File: src/rtl/alu_pkg.sv
// Shared types for the ALU program sequencer: opcodes, NOP pair, FSM states.
package alu_pkg;

   typedef enum logic [1:0] {
      ALU_ADD = 2'b00,
      ALU_SUB = 2'b01,
      ALU_OR  = 2'b10,
      ALU_XOR = 2'b11
   } alu_op_t;

   localparam alu_op_t    NOP_OP      = ALU_ADD;
   localparam logic [3:0] NOP_OPERAND = 4'h0;

   typedef enum logic [1:0] {
      IDLE = 2'b00,
      RUN  = 2'b01,
      DONE = 2'b10
   } seq_state_t;

   typedef struct packed {
      alu_op_t    op;
      logic [3:0] operand;
   } prog_entry_t;

endpackage

File: src/rtl/alu_op_sequencer_if.sv
// Program-load valid/ready port of the ALU op sequencer.
interface alu_op_sequencer_if;
   import alu_pkg::*;

   logic       load_valid;
   logic       load_ready;
   alu_op_t    load_op;
   logic [3:0] load_operand;

   modport master (
      output load_valid,
      output load_op,
      output load_operand,
      input  load_ready
   );

   modport slave (
      input  load_valid,
      input  load_op,
      input  load_operand,
      output load_ready
   );

endinterface

File: src/rtl/alu_prog_mem.sv
// Program store: DEPTH x 6-bit register file, synchronous write, asynchronous read, no reset.
module alu_prog_mem
   import alu_pkg::*;
#(
   parameter int unsigned DEPTH = 8,
   parameter int unsigned AW    = $clog2(DEPTH)
) (
   input  logic          i_clock,
   input  logic          i_we,
   input  logic [AW-1:0] i_waddr,
   input  prog_entry_t   i_wdata,
   input  logic [AW-1:0] i_raddr,
   output prog_entry_t   o_rdata
);

   prog_entry_t r_mem [DEPTH];

   always_ff @(posedge i_clock) begin
      if (i_we) begin
         r_mem[i_waddr] <= i_wdata;
      end
   end

   assign o_rdata = r_mem[i_raddr];

endmodule

File: src/rtl/alu_op_sequencer.sv
// Replays a loaded (op, operand) program into the accumulator ALU for 1..16 passes,
// driving the no-op pair (ADD, 0) whenever it is not executing.
module alu_op_sequencer
   import alu_pkg::*;
#(
   parameter int unsigned DEPTH = 8,
   parameter int unsigned LW    = $clog2(DEPTH) + 1
) (
   input  logic                     i_clock,
   input  logic                     i_reset,
   alu_op_sequencer_if.slave        load_if,
   input  logic                     i_clear,
   input  logic                     i_start,
   input  logic                     i_abort,
   input  logic [3:0]               i_repeat_count,
   output logic                     o_busy,
   output logic                     o_done,
   output logic [LW-1:0]            o_prog_len,
   output alu_op_t                  o_alu_op,
   output logic [3:0]               o_alu_operand
);

   localparam int unsigned   AW       = $clog2(DEPTH);
   localparam logic [LW-1:0] DEPTH_LW = LW'(DEPTH);

   seq_state_t    r_state, w_state_next;
   logic [LW-1:0] r_prog_len, w_prog_len_next;
   logic [AW-1:0] r_rd_ptr, w_rd_ptr_next, w_raddr;
   logic [3:0]    r_pass, w_pass_next;
   alu_op_t       r_alu_op, w_alu_op_next;
   logic [3:0]    r_alu_operand, w_alu_operand_next;
   logic          r_busy, w_busy_next;
   logic          r_done, w_done_next;
   logic          w_load_ready, w_go, w_last, w_we;
   prog_entry_t   w_rdata, w_wdata;

   assign w_load_ready       = (r_state == IDLE) && (r_prog_len < DEPTH_LW);
   assign load_if.load_ready = w_load_ready;
   assign w_go               = i_start && (r_prog_len != '0);
   // r_rd_ptr names the entry currently on the outputs
   assign w_last             = ({1'b0, r_rd_ptr} == (r_prog_len - LW'(1)));
   assign w_wdata            = {load_if.load_op, load_if.load_operand};

   alu_prog_mem #(
      .DEPTH (DEPTH),
      .AW    (AW)
   ) u_prog_mem (
      .i_clock (i_clock),
      .i_we    (w_we),
      .i_waddr (r_prog_len[AW-1:0]),
      .i_wdata (w_wdata),
      .i_raddr (w_raddr),
      .o_rdata (w_rdata)
   );

   always_comb begin
      w_state_next       = r_state;
      w_prog_len_next    = r_prog_len;
      w_rd_ptr_next      = r_rd_ptr;
      w_pass_next        = r_pass;
      w_alu_op_next      = NOP_OP;
      w_alu_operand_next = NOP_OPERAND;
      w_busy_next        = 1'b0;
      w_done_next        = 1'b0;
      w_raddr            = '0;
      w_we               = 1'b0;

      unique case (r_state)
         IDLE: begin
            if (w_go) begin
               w_state_next       = RUN;
               w_rd_ptr_next      = '0;
               w_pass_next        = i_repeat_count;
               w_alu_op_next      = w_rdata.op;
               w_alu_operand_next = w_rdata.operand;
               w_busy_next        = 1'b1;
            end else if (i_clear) begin
               w_prog_len_next = '0;
            end else if (load_if.load_valid && w_load_ready) begin
               w_we            = 1'b1;
               w_prog_len_next = r_prog_len + LW'(1);
            end
         end
         RUN: begin
            if (i_abort) begin
               w_state_next = IDLE;
            end else if (w_last && (r_pass == 4'd0)) begin
               w_state_next = DONE;
               w_done_next  = 1'b1;
            end else begin
               if (w_last) begin
                  w_rd_ptr_next = '0;
                  w_pass_next   = r_pass - 4'd1;
               end else begin
                  w_rd_ptr_next = r_rd_ptr + AW'(1);
               end
               w_raddr            = w_rd_ptr_next;
               w_alu_op_next      = w_rdata.op;
               w_alu_operand_next = w_rdata.operand;
               w_busy_next        = 1'b1;
            end
         end
         DONE: begin
            w_state_next = IDLE;
         end
         default: begin
            w_state_next = IDLE;
         end
      endcase
   end

   always_ff @(posedge i_clock) begin
      if (i_reset) begin
         r_state       <= IDLE;
         r_prog_len    <= '0;
         r_rd_ptr      <= '0;
         r_pass        <= '0;
         r_alu_op      <= NOP_OP;
         r_alu_operand <= NOP_OPERAND;
         r_busy        <= 1'b0;
         r_done        <= 1'b0;
      end else begin
         r_state       <= w_state_next;
         r_prog_len    <= w_prog_len_next;
         r_rd_ptr      <= w_rd_ptr_next;
         r_pass        <= w_pass_next;
         r_alu_op      <= w_alu_op_next;
         r_alu_operand <= w_alu_operand_next;
         r_busy        <= w_busy_next;
         r_done        <= w_done_next;
      end
   end

   assign o_busy        = r_busy;
   assign o_done        = r_done;
   assign o_prog_len    = r_prog_len;
   assign o_alu_op      = r_alu_op;
   assign o_alu_operand = r_alu_operand;

endmodule

File: src/flat_wrapper.sv
// flat-port wrapper written by rule: the top's interface ports become plain ports
module alu_op_sequencer_flat import alu_pkg::*;
#(
   parameter int unsigned DEPTH = 8,
   parameter int unsigned LW    = $clog2(DEPTH) + 1
)
  (i_clock, i_reset, i_clear, i_start, i_abort, i_repeat_count, o_busy, o_done, o_prog_len, o_alu_op, o_alu_operand, load_if_load_valid, load_if_load_op, load_if_load_operand, load_if_load_ready);
  alu_op_sequencer_if load_if_i ();
  input  logic i_clock;
  input  logic i_reset;
  input  logic i_clear;
  input  logic i_start;
  input  logic i_abort;
  input  logic [3:0] i_repeat_count;
  output logic o_busy;
  output logic o_done;
  output logic [LW-1:0] o_prog_len;
  output alu_op_t o_alu_op;
  output logic [3:0] o_alu_operand;
  input wire logic [$bits(load_if_i.load_valid)-1:0] load_if_load_valid;
  input wire logic [$bits(load_if_i.load_op)-1:0] load_if_load_op;
  input wire logic [$bits(load_if_i.load_operand)-1:0] load_if_load_operand;
  output wire logic [$bits(load_if_i.load_ready)-1:0] load_if_load_ready;
  assign load_if_i.load_valid = load_if_load_valid;
  assign load_if_i.load_op = load_if_load_op;
  assign load_if_i.load_operand = load_if_load_operand;
  assign load_if_load_ready = load_if_i.load_ready;
  alu_op_sequencer #(.DEPTH(DEPTH), .LW(LW)) u_core (.i_clock(i_clock), .i_reset(i_reset), .load_if(load_if_i), .i_clear(i_clear), .i_start(i_start), .i_abort(i_abort), .i_repeat_count(i_repeat_count), .o_busy(o_busy), .o_done(o_done), .o_prog_len(o_prog_len), .o_alu_op(o_alu_op), .o_alu_operand(o_alu_operand));
endmodule
File: config.mk
export PLATFORM = sky130hd
export DESIGN_NAME = alu_op_sequencer_flat
export DESIGN_NICKNAME = d
export VERILOG_FILES = /design/src/rtl/alu_pkg.sv /design/src/rtl/alu_op_sequencer_if.sv /design/src/rtl/alu_prog_mem.sv /design/src/rtl/alu_op_sequencer.sv /design/src/flat_wrapper.sv
export SDC_FILE = /design/constraint.sdc
export NUM_CORES = 1
export LEC_CHECK = 0
export ABC_AREA = 1
export BUFFER_PORTS_ARGS = -buffer_cell sky130_fd_sc_hd__buf_2
export CELL_PAD_IN_SITES_DETAIL_PLACEMENT = 1
export CELL_PAD_IN_SITES_GLOBAL_PLACEMENT = 1
export CORE_ASPECT_RATIO = 0.5
export CORE_MARGIN = 4
export CORE_UTILIZATION = 45
export CTS_CLUSTER_DIAMETER = 100
export CTS_CLUSTER_SIZE = 20
export DETAILED_ROUTE_END_ITERATION = 16
export GPL_TIMING_DRIVEN = 1
export PLACE_DENSITY_LB_ADDON = 0.1
export SLEW_MARGIN = 0
export SYNTH_ARGS = -nofsm -noshare
export SYNTH_HDL_FRONTEND = slang
export SYNTH_SLANG_ARGS = --single-unit
File: constraint.sdc
create_clock -name i_clock -period 3.9 [get_ports i_clock]
set_input_delay 0.78 -clock i_clock [delete_from_list [all_inputs] [get_ports i_clock]]
set_output_delay 0.78 -clock i_clock [all_outputs]
set_load 0.1 [all_outputs]
==> flow_summary.json <==
{
  "first_global_vias": 2580,
  "timing.max_slew.rel_slack_pct": 26.4,
  "ys_seq_area_share_pct": 56.5,
  "grt_max_degree": 32,
  "antenna_found_initial": 0,
  "most_common_cell_after_layout_fill_and_taps_aside": "nand2_1",
  "grt_use_met1_pct": 27.9,
  "routabilityCongestion": 0.820,
  "unrepaired_setup_endpoints_after_global_routing": "false",
  "synth_nets": 376,
  "cp.arrival_ps": 2660,
  "layout_worst_path_cycle_share_pct": 69.4,
  "multiInputGateArea_um2": 1090,
  "cts_tree": "yes",
  "drc": 0,
  "die_area_um2": 8840,
  "drt-pass1-iter-count": 4,
  "cp-start-kind": "flip-flop",
  "layout-area-overhead-vs-synth_pct": 13.0,
  "report.final.slew_viol_count": 0,
  "fill_cell_total_of_the_finished_layout": 843,
  "post_cts.resized_instances": 0,
  "via_density_per_instance": 5.14,
  "hold_worst_slack_ps": 506,
  "synthesized_netlist_cell_count": 355,
  "power_switching_mw": 0.378,
  "setup.worst_path.end_class": "flip-flop",
  "post-dp-hpwl_um": 5540,
  "synthDistinctLibCells": 33,
  "cp.required_ps": 3850,
  "comb_power_share_pct": 6.9,
  "design.portCount": 29,
  "worst-path-max-fanout": 7,
  "stdcell_count": 480,
  "clock_tree.buffer_depth": 2,
  "drt_wl_total_um": 8090,
  "mostFrequentLayoutCells": "76 x nand2_1, 62 x inv_1, 48 x edfxtp_1, 37 x nor2_1",
  "routedWlPerCell_um": 16.9,
  "share_clk_of_total_power_pct": 44.6,
  "peak_usage_layer_in_the_global_routing_report": "met2",
  "clock_network_latency_to_the_later_pin_of_the_worst_skew_pair_ps": 330,
  "worstHoldPathType": "flip-flop to flip-flop",
  "floorplan.core_area_um2": 6880,
  "swShare_pct": 22.9,
  "clock_transition_at_the_registers_of_the_reported_paths_ps": 50,
  "peak_supply_drop_mv": 0.230,
  "cts-hold-fix-buffers": 0,
  "p_leak_nw": 1.75,
  "io_buffers": 28,
  "synth_seq_cells": 69,
  "floorplan.die.height_um": 68.5,
  "postCtsSetupRepairBufs": 0,
  "num_cts_buffers": 9,
  "initial_utilization_pct": 47.9,
  "setup_viol": 0,
  "drive_above_1_share_pct": 14.9,
  "fin_crit_ps": 2710,
  "clock_tree.htree_level_count": 3,
  "globalRoute.totalOverflow": 0,
  "outcome": "finished clean",
  "met3_usage_pct": 6.00,
  "grt_util_all_layers_pct": 20.5,
  "power_density_over_cell_area_nw_per_um2": 443,
  "syn_area_per_cell_um2": 9.29,
  "design.final.nets": 404,
  "syn-cell-area_um2": 3300,
  "initialDrtViolationCount": 142,
  "tightestPinTransition_ps": 1100,
  "final_sum_of_negative_setup_slack_ps": 0,
  "global_route_wire_length_before_repair_um": 13400,
  "maximum_clock_skew_at_final_layout_ps": 7.15,
  "cts.sinks": 69,
  "report.final.hold_viol_count": 0,
  "synthesis.yosys.warnings": 0,
  "synth_top_cell_area_share_pct": 43.7,
  "yosys.area.top_type": "edfxtp_1",
  "ctsRootBufferMaster": "clkbuf_16",
  "dieWidth_um": 129,
  "internal_power_mw": 1.27,
  "insertedDiodeCount": 0,
  "synth.top_cells.by_area": "edfxtp_1 44%, dfxtp_1 13%, nand2_1 8.7%, inv_1 7.1%, nand3_1 4.3%",
  "area.sequential_um2": 1860,
  "gr_layer_usage_met2_pct": 32.3,
  "power.share.sequential_pct": 48.5,
  "core.rowCount": 21,
  "path_class": "flip-flop to flip-flop",
  "detail-route-antenna-nets": 0,
  "clock.fmax_mhz": 369,
  "dpl.cell_count": 464,
  "maxCapViolCount": 0,
  "vias": 2469
}
==> routing by layer <==
| layer | up-vias | share of wire, % |
|---|---|---|
| li1 | 1210 | - |
| met1 | 1180 | 47 |
| met2 | 68 | 45 |
| met3 | 11 | 7.4 |
| met4 | 0 | 1.4 |
| met5 | - | 0 |
==> power groups by stage <==
stage                     registers, mW  logic, mW  clock network, mW
after floorplan                   0.831     0.0633                  0
after detailed placement          0.814      0.115                  0
final                             0.799      0.114              0.735
after global routing              0.800      0.128              0.787
after CTS                         0.799      0.115              0.750
after global placement            0.814      0.111                  0
==> metrics by stage <==
step / total power, mW / setup WS (ps) / cell area (um2) / utilization (%)
2_1_floorplan: 0.895 / 422 / 3300 / -
3_3_place_gp: 0.925 / 1280 / 3460 / 50.3
3_5_place_dp: 0.929 / 1190 / 3460 / 50.3
4_1_cts: 1.67 / 1170 / 3720 / 54.1
5_1_grt: 1.72 / 922 / 3720 / 54.1
6_report: 1.65 / 1190 / 3720 / 54.1
==> state kept, by name (all words and copies together) (netlist names) <==
register                 cells
u_core.o_alu_op              2
u_core.o_alu_operand         4
u_core.o_busy                1
u_core.o_done                1
u_core.o_prog_len            4
u_core.r_pass                4
u_core.r_rd_ptr              3
u_core.r_state               2
u_core.u_prog_mem.r_mem     48
==> final timing paths <==
check	start	end	slack, ps	depth (start not counted)
hold reg to reg	u_core.r_pass[3]	u_core.r_pass[3]	510	2
setup / recovery	u_core.o_prog_len[0]	u_core.u_prog_mem.r_mem[6][2]	1190	8
setup reg to reg	u_core.o_prog_len[0]	u_core.u_prog_mem.r_mem[6][2]	1190	8
hold / removal	u_core.r_pass[3]	u_core.r_pass[3]	510	2
==> kinds of logic (layout without fill, tap and decap cells) <==
group / count (synthesis) / in the layout / synth area share [%]
xor+xnor: 5 / 5 / 1.33
simple gates: 182 / 182 / 27.0
fa+ha+maj: 5 / 5 / 1.90
compound gates: 16 / 16 / 2.81
buf+inv: 78 / 111 / 10.5
flops: 69 / 69 / 56.5
==> cell usage after synthesis <==
| cell | count |
|---|---|
| nand2_1 | 76 |
| inv_1 | 62 |
| edfxtp_1 | 48 |
| nor2_1 | 37 |
| nand3_1 | 28 |
| dfxtp_1 | 21 |
| nand4_1 | 21 |
| a21oi_1 | 8 |
| buf_6 | 5 |
| ha_1 | 5 |
| nor3_1 | 4 |
| buf_4 | 3 |
| inv_2 | 3 |
| nor2_4 | 3 |
| nor3b_1 | 3 |
| o21ai_0 | 3 |
| xnor2_1 | 3 |
| nand2_2 | 2 |
| nand3_2 | 2 |
| nand3_4 | 2 |
| nand4_2 | 2 |
| o21ai_1 | 2 |
| xor2_1 | 2 |
| a211oi_1 | 1 |
| buf_1 | 1 |
| buf_2 | 1 |
| clkbuf_1 | 1 |
| clkinv_1 | 1 |
| inv_4 | 1 |
| nand3b_4 | 1 |
| nor2_2 | 1 |
| o21a_1 | 1 |
| o22ai_2 | 1 |
==> cell type report <==
type / count / share of cell area (%)
Inverter: 67 / 6.82
Multi-Input combinational cell: 208 / 29.3
Sequential cell: 69 / 50.0
Clock buffer: 14 / 6.82
Timing Repair Buffer: 28 / 3.76
Clock inverter: 2 / 0.269
Tap cell: 92 / 3.09
==> critical path, stage by stage (launching register included) <==
cell	delay (ps)
dfxtp_1	390
inv_2	130
ha_1	220
nand2_1	70
o21ai_1	240
nand3_1	110
inv_1	150
nand2_1	150
nor3_1	860
Note: power is estimated with default switching activity, not from simulation.
